--- config.mk ---
export PLATFORM = sky130hd
export DESIGN_NAME = loop_seq_ctrl
export DESIGN_NICKNAME = d
export VERILOG_FILES = /design/src/rtl/loop_seq_ctrl.sv
export SDC_FILE = /design/constraint.sdc
export NUM_CORES = 1
export LEC_CHECK = 0
export BUFFER_PORTS_ARGS = -buffer_cell sky130_fd_sc_hd__buf_2
export CAP_MARGIN = 20
export CORE_ASPECT_RATIO = 2
export CORE_MARGIN = 4
export CORE_UTILIZATION = 30
export DETAILED_ROUTE_END_ITERATION = 6
export MAX_ROUTING_LAYER = met4
export PLACE_DENSITY = 0.48
export SKIP_CTS_REPAIR_TIMING = 1
export SLEW_MARGIN = 20
export SYNTH_ARGS = -nofsm -noshare
export SYNTH_HDL_FRONTEND = slang
export SYNTH_SLANG_ARGS = --single-unit
--- constraint.sdc ---
create_clock -name clk -period 2.9 [get_ports clk]
set_input_delay 0.435 -clock clk [delete_from_list [all_inputs] [get_ports clk]]
set_output_delay 0.435 -clock clk [all_outputs]
set_load 0.01 [all_outputs]
--- src/rtl/loop_seq_ctrl.sv ---
// loop_seq_ctrl: sequences one for-loop run. It steps an external j counter
// (j starts at 1), issues one body request per iteration, waits for the body's
// completion, then pulses done after `bound` iterations.
// Optional watchdog on the body wait: define LOOP_TIMEOUT_EN.
// Ports:
//   clk, rst            clock, synchronous active-high reset
//   start, bound        run request pulse and iteration count (IDLE only)
//   loop_en, for_valid  counter enable and counter step pulse
//   j_in, j_valid       counter value and valid
//   body_start, body_j  body request pulse and its iteration index
//   body_done           body completion pulse (sampled in WAIT only)
//   busy, done, err     activity, end-of-run pulse, sticky error
module loop_seq_ctrl #(
    parameter int jW   = 5,
    parameter int TO_W = 8
) (
    input  logic          clk,
    input  logic          rst,
    input  logic          start,
    input  logic [jW-1:0] bound,
    output logic          loop_en,
    output logic          for_valid,
    input  logic [jW-1:0] j_in,
    input  logic          j_valid,
    output logic          body_start,
    output logic [jW-1:0] body_j,
    input  logic          body_done,
    output logic          busy,
    output logic          done,
    output logic          err
);

    typedef enum logic [2:0] {
        S_IDLE,
        S_ARM,
        S_ISSUE,
        S_WAIT,
        S_STEP,
        S_SETTLE,
        S_FIN
    } state_t;

    state_t        state;
    state_t        state_nx;
    logic [jW-1:0] bound_r;
    logic [jW-1:0] body_j_r;
    logic [jW-1:0] j_exp;
    logic          err_r;
    logic          err_set;
    logic          err_clr;
    logic          run_acc;

    // After a step the counter must show exactly the previous index + 1.
    assign j_exp = body_j_r + jW'(1);

`ifdef LOOP_TIMEOUT_EN
    // The counter clears in ISSUE and reaches all-ones after 2^TO_W-1 WAIT
    // cycles; the expiry decision is taken in the WAIT cycle that lands there.
    localparam logic [TO_W-1:0] TO_LAST = TO_W'((1 << TO_W) - 2);

    logic [TO_W-1:0] to_cnt;
    logic            to_hit;

    assign to_hit = (to_cnt == TO_LAST);

    always_ff @(posedge clk) begin
        if (rst) begin
            to_cnt <= '0;
        end else if (state == S_ISSUE) begin
            to_cnt <= '0;
        end else if (state == S_WAIT) begin
            to_cnt <= to_cnt + TO_W'(1);
        end
    end
`endif

    always_ff @(posedge clk) begin
        if (rst) begin
            state <= S_IDLE;
        end else begin
            state <= state_nx;
        end
    end

    always_ff @(posedge clk) begin
        if (rst) begin
            bound_r  <= '0;
            body_j_r <= '0;
            err_r    <= 1'b0;
        end else begin
            if (run_acc) begin
                bound_r <= bound;
            end
            if (state == S_ISSUE) begin
                body_j_r <= j_in;
            end
            if (err_clr) begin
                err_r <= 1'b0;
            end else if (err_set) begin
                err_r <= 1'b1;
            end
        end
    end

    always_comb begin
        state_nx   = state;
        loop_en    = 1'b0;
        for_valid  = 1'b0;
        body_start = 1'b0;
        busy       = 1'b1;
        done       = 1'b0;
        err_set    = 1'b0;
        err_clr    = 1'b0;
        run_acc    = 1'b0;
        unique case (state)
            S_IDLE: begin
                busy = 1'b0;
                if (start) begin
                    err_clr = 1'b1;
                    if (bound == '0) begin
                        state_nx = S_FIN;
                    end else begin
                        run_acc  = 1'b1;
                        state_nx = S_ARM;
                    end
                end
            end
            S_ARM: begin
                loop_en = 1'b1;
                if (j_valid && (j_in == jW'(1))) begin
                    state_nx = S_ISSUE;
                end
            end
            S_ISSUE: begin
                loop_en    = 1'b1;
                body_start = 1'b1;
                state_nx   = S_WAIT;
            end
            S_WAIT: begin
                loop_en = 1'b1;
                if (body_done) begin
                    state_nx = S_STEP;
                end
`ifdef LOOP_TIMEOUT_EN
                else if (to_hit) begin
                    err_set  = 1'b1;
                    state_nx = S_FIN;
                end
`endif
            end
            S_STEP: begin
                loop_en = 1'b1;
                // j is stable here, so the last-iteration test is exact.
                if (j_in == bound_r) begin
                    state_nx = S_FIN;
                end else begin
                    for_valid = 1'b1;
                    state_nx  = S_SETTLE;
                end
            end
            S_SETTLE: begin
                loop_en = 1'b1;
                if (!j_valid || (j_in != j_exp)) begin
                    err_set  = 1'b1;
                    state_nx = S_FIN;
                end else begin
                    state_nx = S_ISSUE;
                end
            end
            S_FIN: begin
                done     = 1'b1;
                state_nx = S_IDLE;
            end
            default: begin
                state_nx = S_IDLE;
            end
        endcase
    end

    assign body_j = body_j_r;
    assign err    = err_r;

endmodule
### After elaboration in Yosys (flattened, before gate mapping)

Index checks and enable logic that the tools add are counted.

* output and inout bits: 11
* logic and storage cells: 45
* input port bits: 15
* bits in registers: 14

* multiplexer cells: 20
* eq/ne operators: 12
* add/subtract/negate cells: 1
* reduce and logical (&&, ||, !) cells: 8

Operators by type and width (number)
* 3-bit one-hot mux with 6 select lines: 1
* 3-bit 2-to-1 mux: 5
* 1-bit 2-to-1 mux: 13
* 3-bit == test (second input constant): 3
* 3-bit by 2-bit == test with 1-bit output (second input constant): 2
* 2-bit inequality test (second input constant): 3
* 5-bit by 1-bit adder with 5-bit output (second input constant): 1
* 5-bit by 1-bit == test with 1-bit output (second input constant): 1
* 5-bit == test: 1
* 5-bit zero test: 1
* 5-bit inequality test: 1
* 5-bit OR reduction: 1
* 3-bit by 1-bit == test with 1-bit output (second input constant): 1
* 3-bit zero test: 1
* 3-bit AND reduction: 1
* 2-bit 2-to-1 mux: 1
* 2-bit OR reduction: 1
* 1-bit logical AND: 1
* 1-bit zero test: 1
* 1-bit logical OR: 1

### Longest topological paths before layout

Gate-level depths: netlist (run 1).

* depth after elaboration: 5
* depth in mapped cells: 7
* mapped depth without buffers: 6

### Least setup slack after synthesis (run 1)

OpenSTA, ideal clock, no wires.

* kind: register -> register
* start point: register body_j_r[0] (netlist: body_j[0])
* end point: register err_r (netlist: err)
* clock period less this slack: 1544 ps
* setup time: 135 ps
* stages on the path, launching flop included: 7
* required time: 2765 ps
* data arrival time: 1409 ps
* path buffers: 0
* setup slack: 1356 ps
* cells stage by stage: dfxtp_1 ha_1 or3b_1 nand3_1 a31oi_1 o211ai_1 a221oi_2

* cells in the longest elaborated chain, start to end: 5

RTL lines
* start: declaration: line 46 `logic [jW-1:0] body_j_r;`
* start signal: assignment: line 95 `body_j_r <= j_in;`
* 5-bit by 1-bit adder with 5-bit output: line 54 `assign j_exp = body_j_r + jW'(1);`
* 5-bit inequality test: line 163 `if (!j_valid || (j_in != j_exp)) begin`
* 1-bit logical OR: line 163
* 1-bit 2-to-1 mux: line 163
* 1-bit 2-to-1 mux: line 115 `unique case (state)`
* end signal: assignment: line 89 `err_r <= 1'b0;`
* end signal: assignment: line 98 `err_r <= 1'b0;`
* end signal: assignment: line 100 `err_r <= 1'b1;`
* end: declaration: line 48 `logic err_r;`

No other way between the ends.
A chain may end at the register's enable or synchronous reset.

### Worst setup path after layout (run 1)

* start point: register state[1]
* end point: output body_start

* cells in the longest elaborated chain, start to end: 2

RTL lines
* start: declaration: line 43 `state_t state;`
* start signal: assignment: line 81 `state <= state_nx;`
* 3-bit by 2-bit == test with 1-bit output: line 115
* 1-bit 2-to-1 mux: line 115
* end: declaration: line 25 `output logic body_start,`

No other way between the ends.

==> results.cfg, run 1 <==
[synth]
synth_common_cells = dfxtp_1, nor2_1, mux2i_1
synth_top_cell_area_share = 0.318
yosysUniqueCellTypes = 38
synth_seq_cells = 14
synth_most_common_cell = dfxtp_1
syn-cell-area_um2 = 881
syn_nets = 116
syn_inst = 100
synth_top_cells_by_area = dfxtp_1, mux2i_1, xnor2_1
ys_seq_area_frac = 0.318
synth_edf_count = 0
yosys_warnings = 0
synth_async_sr_flop_share = 0
synth_area_leader_cell = dfxtp_1
synth_ff_type = dfxtp_1
syn_avg_cell_area_um2 = 8.81

[min_path]
min_path_type = input pin to register
min_path_cells = 3

[clocking]
clk_path_buf_depth = 2
tritoncts = done
clk_pin_slew_worst_paths_ps = 60
cts_root_buffer = clkbuf_8
cts_made_buffers = 3
cts.sinks = 14
htreeDepth = 1
clock_latency_ps = 240

[sta]
period_minus_slack_ps = 1850
setup_tns_ps = 0
slew_headroom = 0.714
slew_violations = 0
max_freq_mhz = 541
hold_viol = 0
worst_slack_ps = 1050
rsz0062_at_grt = false
setup_viol = 0
tightest_slew_ps = 427
fin_crit_sh = 0.638
skew_ps = 1.82

[power]
ir_drop_mv = 0.284
p_leak_nw = 0.444
p_per_area_nw_per_um2 = 535

[finish]
areaGrowthSynthToFinish_pct = 21.0
antenna_cells = 0
fin_nets = 142
fin_area_um2 = 1070
layout-drive-gt1-share = 0.312

[route]
via_count = 771
drtIter0Drc = 10
dr.pass1.iters = 4
drc = 0
antenna_left = 0
drt-vias-per-instance = 5.01
wire_per_inst_um = 13.8
drt_wl_total_mm = 2.12

[setup_path]
crit_slowest_cell = dfxtp_1
ff2ff_path_depth = 6
crit_type = register to output port
worst-path-buf-inv = 1
worstSetupStartpointType = register
crit_chain = and2_1 -> buf_2
path_delay_family = flip-flops
critical_path.max_fanout = 12
crit_cells = 2
crit_arrival_ps = 1410
max_stage_delay_ps = 550
end_kind = output port
cp.required_ps = 2470

[floorplan]
num_rows = 27
die_area_um2 = 3920
core-area_um2 = 2770
die_h_um = 84.6
ios = 26
die_width_um = 46.3
initial_core_util = 0.318

[placement]
gp_congestion = 0.904
io_buffers = 25
placed_area_um2 = 1010
dp_hpwl_mm = 1.74
place_worst_setup_slack_ps = 1110

[global_route]
antenna_found_initial = 0
grt_usage = 0.121
grt_pass1_wl_mm = 3.47
grt_max_degree = 15
grt_pass1_vias = 786
grt_overflow = 0

[flow_run]
maxCapViolations = 0

[status]
status = finished, final reports clean
==> through the flow <==
stage / hold WS, ps / util / power, mW / cells
3_3_place_gp: 457 / 0.365 / 0.386 / 150
2_1_floorplan: 448 / - / 0.345 / 100
3_5_place_dp: 466 / 0.365 / 0.387 / 150
6_report: 445 / 0.385 / 0.571 / 154
4_1_cts: 445 / 0.385 / 0.581 / 154
5_1_grt: 462 / 0.385 / 0.607 / 154
==> area by class of cell <==
class / count / area, um^2
Timing Repair Buffer: 25 / 125
Clock buffer: 4 / 55.1
Tap cell: 29 / 36.3
Inverter: 4 / 15.0
Sequential cell: 14 / 280
Multi-Input combinational cell: 78 / 554
Fill cell: 307 / 1700
==> cells by family (layout without fill, tap and decap cells) <==
| group | after synthesis | count (layout) | synth area share |
|---|---|---|---|
| adder cells (fa/ha/maj) | 1 | 1 | 0.0142 |
| AND/OR/NAND/NOR | 41 | 41 | 0.273 |
| XOR/XNOR | 10 | 10 | 0.0994 |
| multiplexers | 7 | 7 | 0.0795 |
| AO/OA/AOI/OAI | 19 | 19 | 0.163 |
| flip-flops | 14 | 14 | 0.318 |
| buffers and inverters | 8 | 33 | 0.0525 |
==> registers in the layout (all words and copies together) (netlist names) <==
| name | count |
|---|---|
| err | 1 |
| body_j | 5 |
| state | 3 |
| bound_r | 5 |
==> report_power, final <==
group          leakage (nW)  internal, mW  switching [mW]  total [mW]
sequential            0.114         0.209          0.0251       0.234
clock                0.0288         0.120          0.0694       0.190
combinational         0.301        0.0680          0.0791       0.147
==> cells in the final DEF (no fill, tap or decap), types with 2 or more instances in the layout <==
cell,netlist,final
dfxtp_1,14,14
a221oi_2,2,2
clkbuf_8,0,4
a31oi_1,2,2
mux2i_1,7,7
nand2b_1,3,3
a21oi_1,4,4
nand3_1,6,6
nor3_1,2,2
nand2_1,5,5
buf_2,1,25
and2_1,2,2
o21ai_0,3,3
inv_1,3,3
xnor2_1,6,6
nor2_1,13,13
xor2_1,4,4
==> layer usage <==
metal / global-route usage / share of wire / vias to the layer above
met2: 0.201 / 0.55 / 16
met4: 0.0622 / 0.018 / 0
met5: - / 0 / -
met3: 0.0215 / 0.038 / 4
met1: 0.130 / 0.39 / 344
li1: - / - / 407
==> path summary, 6_finish.rpt <==
check | startpoint | end | slack (ps)
min | bound[0] | bound_r[0]$_SDFFE_PP0P_ | 440
min reg2reg | err$_SDFFE_PP0P_ | err$_SDFFE_PP0P_ | 470
max reg2reg | body_j[0]$_SDFFE_PP0P_ | err$_SDFFE_PP0P_ | 1210
max | state[1]$_SDFFE_PP0P_ | body_start | 1050
==> worst register-to-register path: stages (launching register included) <==
cell and delay, ps:
dfxtp_1 410, ha_1 230, or3b_1 350, nand3_1 90, a31oi_1 90, o211ai_1 300
a221oi_2 90
Note: power is estimated with default switching activity, not from simulation.
==> inputs of run 2 (changes only) <==
--- a/config.mk
+++ b/config.mk
@@ -5,6 +5,7 @@
 export SDC_FILE = /design/constraint.sdc
 export NUM_CORES = 1
 export LEC_CHECK = 0
+export ABC_AREA = 1
 export BUFFER_PORTS_ARGS = -buffer_cell sky130_fd_sc_hd__buf_2
 export CAP_MARGIN = 20
 export CORE_ASPECT_RATIO = 2
@@ -12,7 +13,7 @@
 export CORE_UTILIZATION = 30
 export DETAILED_ROUTE_END_ITERATION = 6
 export MAX_ROUTING_LAYER = met4
-export PLACE_DENSITY = 0.48
+export PLACE_DENSITY = 0.5
 export SKIP_CTS_REPAIR_TIMING = 1
 export SLEW_MARGIN = 20
 export SYNTH_ARGS = -nofsm -noshare
==> constraint.sdc (replaced) <==
create_clock -name clk -period 1.7 [get_ports clk]
set_input_delay 0.255 -clock clk [delete_from_list [all_inputs] [get_ports clk]]
set_output_delay 0.255 -clock clk [all_outputs]
set_load 0.01 [all_outputs]
==> run 2 against run 1 <==
Against the previous run:
- cell count is 36% higher
- core utilization is 0.39 points lower
- synthesized cell count is 52% higher
- flip-flop and latch count stayed put
- design area is 5.2% higher
- via count is 29% higher
- area after synthesis is 3.0% higher
- clock-buffer cell count stayed put
- die area is 2.6% higher
==> results.cfg, run 2 <==
[status]
status = finished, final reports clean

[route]
drt-vias-per-instance = 4.72
drc = 0
drtIter0Drc = 10
antenna_left = 0
via_count = 992
drt_wl_total_mm = 2.48
wire_per_inst_um = 11.8
dr.pass1.iters = 4

[synth]
yosys_warnings = 0
synth_top_cell_area_share = 0.309
synth_area_leader_cell = dfxtp_1
synth_ff_type = dfxtp_1
synth_async_sr_flop_share = 0
synth_mux_area_frac = 0
synth_common_cells = nand2_1, inv_1, nor2_1
synth_compound_area_frac = 0.142
synth_edf_count = 0
synthAdderAreaFrac = 0.0138
syn_nets = 168
syn-cell-area_um2 = 907
synth_top_cells_by_area = dfxtp_1, nand2_1, inv_1
synthSimpleGateAreaFrac = 0.394
synth_top_family_by_area = simple AND/OR/NAND/NOR gates
synth_seq_cells = 14
synth-xor-area-share = 0.0290
syn_inst = 152
synth_most_common_cell = nand2_1
syn_avg_cell_area_um2 = 5.97
ys_seq_area_frac = 0.309
yosysUniqueCellTypes = 22

[clocking]
htreeDepth = 1
cts_root_buffer = clkbuf_8
cts_made_buffers = 3
clk_pin_slew_worst_paths_ps = 70
clock_latency_ps = 250
cts.sinks = 14
clk_path_buf_depth = 2
tritoncts = done

[setup_path]
worstSetupStartpointType = register
crit_type = register to output port
rr_startpoint = body_j[0]$_SDFFE_PP0P_
ff2ff_path_depth = 7
end_kind = output port
crit_arrival_ps = 1310
critical_path.max_fanout = 7
worstReg2RegEnd = state[2]$_SDFFE_PP0P_
cp.required_ps = 1440
reg2reg_slack_ps = 250

[sta]
hold_viol = 0
fin_crit_sh = 0.920
setup_tns_ps = 0
fin_hold_ws_ps = 212
slew_violations = 0
rsz0062_at_grt = false
slew_headroom = 0.757
setup_viol = 0
worst_slack_ps = 135
period_minus_slack_ps = 1560
tightest_slew_ps = 365
skew_ps = 1.98
max_freq_mhz = 639

[floorplan]
num_rows = 28
die_width_um = 46.9
ios = 26
initial_core_util = 0.308
die_area_um2 = 4020
die_h_um = 85.8
core-area_um2 = 2940

[finish]
most-common-layout-cells = nand2_1, buf_2, inv_1, nor2_1, dfxtp_1
final-seq-area_um2 = 280
fin_util = 0.381
multi_input_area_um2 = 526
areaGrowthSynthToFinish_pct = 23.6
layout-drive-gt1-share = 0.233
antenna_cells = 0
fin_nets = 197
n_fill_cell = 343
finalNonFillerCells = 210
final_common_cell = nand2_1

[min_path]
min_to = state[1]$_SDFFE_PP0P_
min_path_type = input pin to register
hold_start = rst
min_path_cells = 2

[global_route]
grt_pass1_wl_mm = 4.34
antenna_found_initial = 0
grt_overflow = 0
grt_max_degree = 12
grt_pass1_vias = 1063
grt_usage = 0.148

[placement]
dp_hpwl_mm = 2.03
gp_congestion = 0.801
place_worst_setup_slack_ps = 276
dp.cells = 206
io_buffers = 25

[power]
ir_drop_mv = 0.815
p_leak_nw = 0.609
p_per_area_nw_per_um2 = 1450

[flow_run]
maxCapViolations = 0
-- run 2: cell count changes after synthesis, sizes merged, moves of 4 or more --
cell   change
nand2     +44
mux2i      -7
nor2       +8
o21ai      +7
inv       +22
a21oi      +9
xnor2      -4
-- run 2: logic make-up (layout without fill, tap and decap cells) --
| logic type | count (synthesis) | in the layout |
|---|---|---|
| flip-flops | 14 | 14 |
| XOR/XNOR | 3 | 3 |
| buffers and inverters | 27 | 55 |
| AO/OA/AOI/OAI | 25 | 25 |
| adder cells (fa/ha/maj) | 1 | 1 |
| AND/OR/NAND/NOR | 82 | 82 |
-- run 2: layout make-up --
cell class / count / share of cell area
multi-input cells: 111 / 0.469
repair buffers: 25 / 0.112
inverters: 26 / 0.0871
flip-flops and latches: 14 / 0.250
clock buffers: 4 / 0.0491
well taps: 30 / 0.0335
-- run 2: stage by stage --
stage	instance area (um^2)	total power [mW]
2_1_floorplan	907	1.08
3_3_place_gp	1070	1.30
3_5_place_dp	1070	1.31
4_1_cts	1120	1.65
5_1_grt	1120	1.79
6_report	1120	1.63
-- run 2: routing by layer --
metal | vias up | global-route usage | routed length (um)
met1 | 437 | 0.145 | 944
met3 | 6 | 0.0231 | 94
met2 | 20 | 0.261 | 1380
li1 | 529 | - | -
met4 | 0 | 0.0705 | 57
met5 | - | - | 0
-- run 2: worst max path at each step --
| stage | start | end | slack (ps) | cells after the start |
|---|---|---|---|---|
| after CTS | state[1]$_SDFFE_PP0P_ | body_start | 140 | 3 |
| after global placement | body_j[0]$_SDFFE_PP0P_ | state[2]$_SDFFE_PP0P_ | 320 | 7 |
| after detailed placement | body_j[0]$_SDFFE_PP0P_ | state[2]$_SDFFE_PP0P_ | 280 | 7 |
| after global routing | bound_r[3]$_SDFFE_PP0P_ | for_valid | 10 | 8 |
| after floorplan | body_j[0]$_SDFFE_PP0P_ | err$_SDFFE_PP0P_ | 340 | 7 |
| final | state[1]$_SDFFE_PP0P_ | for_valid | 140 | 6 |
-- run 2: where the power goes --
part           internal [mW]  switching (mW)
logic                  0.289           0.477
registers              0.423           0.101
clock network          0.205           0.132
total                  0.918           0.709
-- run 2: critical path: stages, from the launching register on --
cell	delay, ps
dfxtp_1	390
nor2_2	120
inv_2	50
nor2_1	200
nand2_1	110
inv_1	60
buf_2	120
==> inputs of run 3 (changes only) <==
--- a/config.mk
+++ b/config.mk
@@ -9,7 +9,6 @@
 export BUFFER_PORTS_ARGS = -buffer_cell sky130_fd_sc_hd__buf_2
 export CAP_MARGIN = 20
 export CORE_ASPECT_RATIO = 2
-export CORE_MARGIN = 4
 export CORE_UTILIZATION = 30
 export DETAILED_ROUTE_END_ITERATION = 6
 export MAX_ROUTING_LAYER = met4
==> run 3 against run 2 <==
Against the previous run:
- core utilization grew 1.8 points
- flip-flop and latch count is the same
- routed wire length shrank 5.6%
- largest power group unchanged
==> results.cfg, run 3 (same netlist as run 2, synthesis figures left out) <==
[global_route]
grt_pass1_vias = 976
grt_usage = 0.181
antenna_found_initial = 0
grt_pass1_wl_mm = 4.01
grt_max_degree = 12
grt_overflow = 0

[setup_path]
worstSetupStartpointType = register
critical_path.max_fanout = 7
reg2reg_slack_ps = 250
crit_arrival_ps = 1310
crit_type = register to output port
max_stage_delay_ps = 390
rr_startpoint = body_j[0]$_SDFFE_PP0P_
cp.required_ps = 1440
worst-path-buf-inv = 3
ff2ff_path_depth = 7
crit_slowest_cell = dfxtp_1
worstReg2RegEnd = state[2]$_SDFFE_PP0P_
path_delay_family = simple AND/OR/NAND/NOR gates
crit_chain = nor2_2 -> inv_2 -> nor2_1 -> nand2_1 -> inv_1 -> buf_2
end_kind = output port

[sta]
fin_crit_sh = 0.921
max_freq_mhz = 638
rsz0062_at_grt = false
setup_tns_ps = 0
slew_violations = 0
setup_viol = 0
skew_ps = 1.09
hold_viol = 0
tightest_slew_ps = 309
slew_headroom = 0.794
period_minus_slack_ps = 1570

[finish]
final-seq-area_um2 = 280
areaGrowthSynthToFinish_pct = 23.4
layout-drive-gt1-share = 0.233
final_common_cell = nand2_1
antenna_cells = 0
fin_nets = 197
multi_input_area_um2 = 526
n_fill_cell = 325
most-common-layout-cells = nand2_1, buf_2, inv_1, nor2_1, dfxtp_1

[floorplan]
core-area_um2 = 2800
num_rows = 27
initial_core_util = 0.324
die_width_um = 40.9
ios = 26
die_area_um2 = 3260
die_h_um = 79.8

[placement]
io_buffers = 25
gp_congestion = 0.770
dp_hpwl_mm = 1.93

[route]
drtIter0Drc = 16
drt-vias-per-instance = 4.71
via_count = 985
dr.pass1.iters = 4
drc = 0
wire_per_inst_um = 11.2
antenna_left = 0
drt_wl_total_mm = 2.34

[min_path]
min_to = state[1]$_SDFFE_PP0P_
hold_start = rst
min_path_type = input pin to register
min_path_cells = 2

[power]
total_power_mw = 1.63
p_per_area_nw_per_um2 = 1450
ir_drop_mv = 0.600
p_leak_nw = 0.609

[clocking]
clk_path_buf_depth = 2
cts_root_buffer = clkbuf_8
htreeDepth = 1
clk_pin_slew_worst_paths_ps = 60
cts.sinks = 14
tritoncts = done
cts_made_buffers = 3
clock_latency_ps = 250

[flow_run]
maxCapViolations = 0

[status]
status = finished, final reports clean
run 3: cell counts in the layout (fill, tap and decap cells not counted):
No cell type changed its count.
run 3: power by group:
part           total [mW]  internal, mW  switching (mW)
clock               0.338         0.206           0.132
sequential          0.523         0.424          0.0991
combinational       0.765         0.289           0.476
total                1.63         0.918           0.707
run 3: worst max-delay path by stage:
| stage | startpoint | to | slack (ps) | cells past startpoint |
|---|---|---|---|---|
| 2_1_floorplan | body_j[0]$_SDFFE_PP0P_ | err$_SDFFE_PP0P_ | 340 | 7 |
| 3_3_place_gp | body_j[0]$_SDFFE_PP0P_ | err$_SDFFE_PP0P_ | 300 | 7 |
| 3_5_place_dp | body_j[0]$_SDFFE_PP0P_ | err$_SDFFE_PP0P_ | 270 | 7 |
| 4_1_cts | state[1]$_SDFFE_PP0P_ | for_valid | 150 | 6 |
| 5_1_grt | state[1]$_SDFFE_PP0P_ | for_valid | 40 | 6 |
| 6_report | state[1]$_SDFFE_PP0P_ | for_valid | 130 | 6 |
run 3: worst reg2reg max path, delay by kind of cell, from the launching register on:
family,cells,cell delay (ps)
fa+ha+maj,1,310
simple gates,4,330
flops,1,350
compound gates,2,330
run 3: routing by layer:
| metal | share of wire | GRT usage | vias up |
|---|---|---|---|
| li1 | - | - | 528 |
| met1 | 0.39 | 0.176 | 429 |
| met2 | 0.55 | 0.320 | 23 |
| met3 | 0.036 | 0.0167 | 5 |
| met4 | 0.025 | 0.0900 | 0 |
| met5 | 0 | - | - |
run 3: area by class of cell:
type	instances	share of cell area
repair buffers	25	0.112
clock buffers	4	0.0492
multi-input cells	111	0.469
inverters	26	0.0872
well taps	29	0.0324
flip-flops and latches	14	0.250
run 3: per-stage QoR:
step / utilization / cells / setup slack [ps] / cell area [um^2] / hold slack (ps)
3_3_place_gp: 0.380 / 205 / 301 / 1060 / 447
4_1_cts: 0.399 / 209 / 155 / 1120 / 205
2_1_floorplan: - / 152 / 338 / 907 / 317
3_5_place_dp: 0.380 / 205 / 267 / 1060 / 444
5_1_grt: 0.399 / 209 / 43.6 / 1120 / 223
6_report: 0.399 / 209 / 134 / 1120 / 206
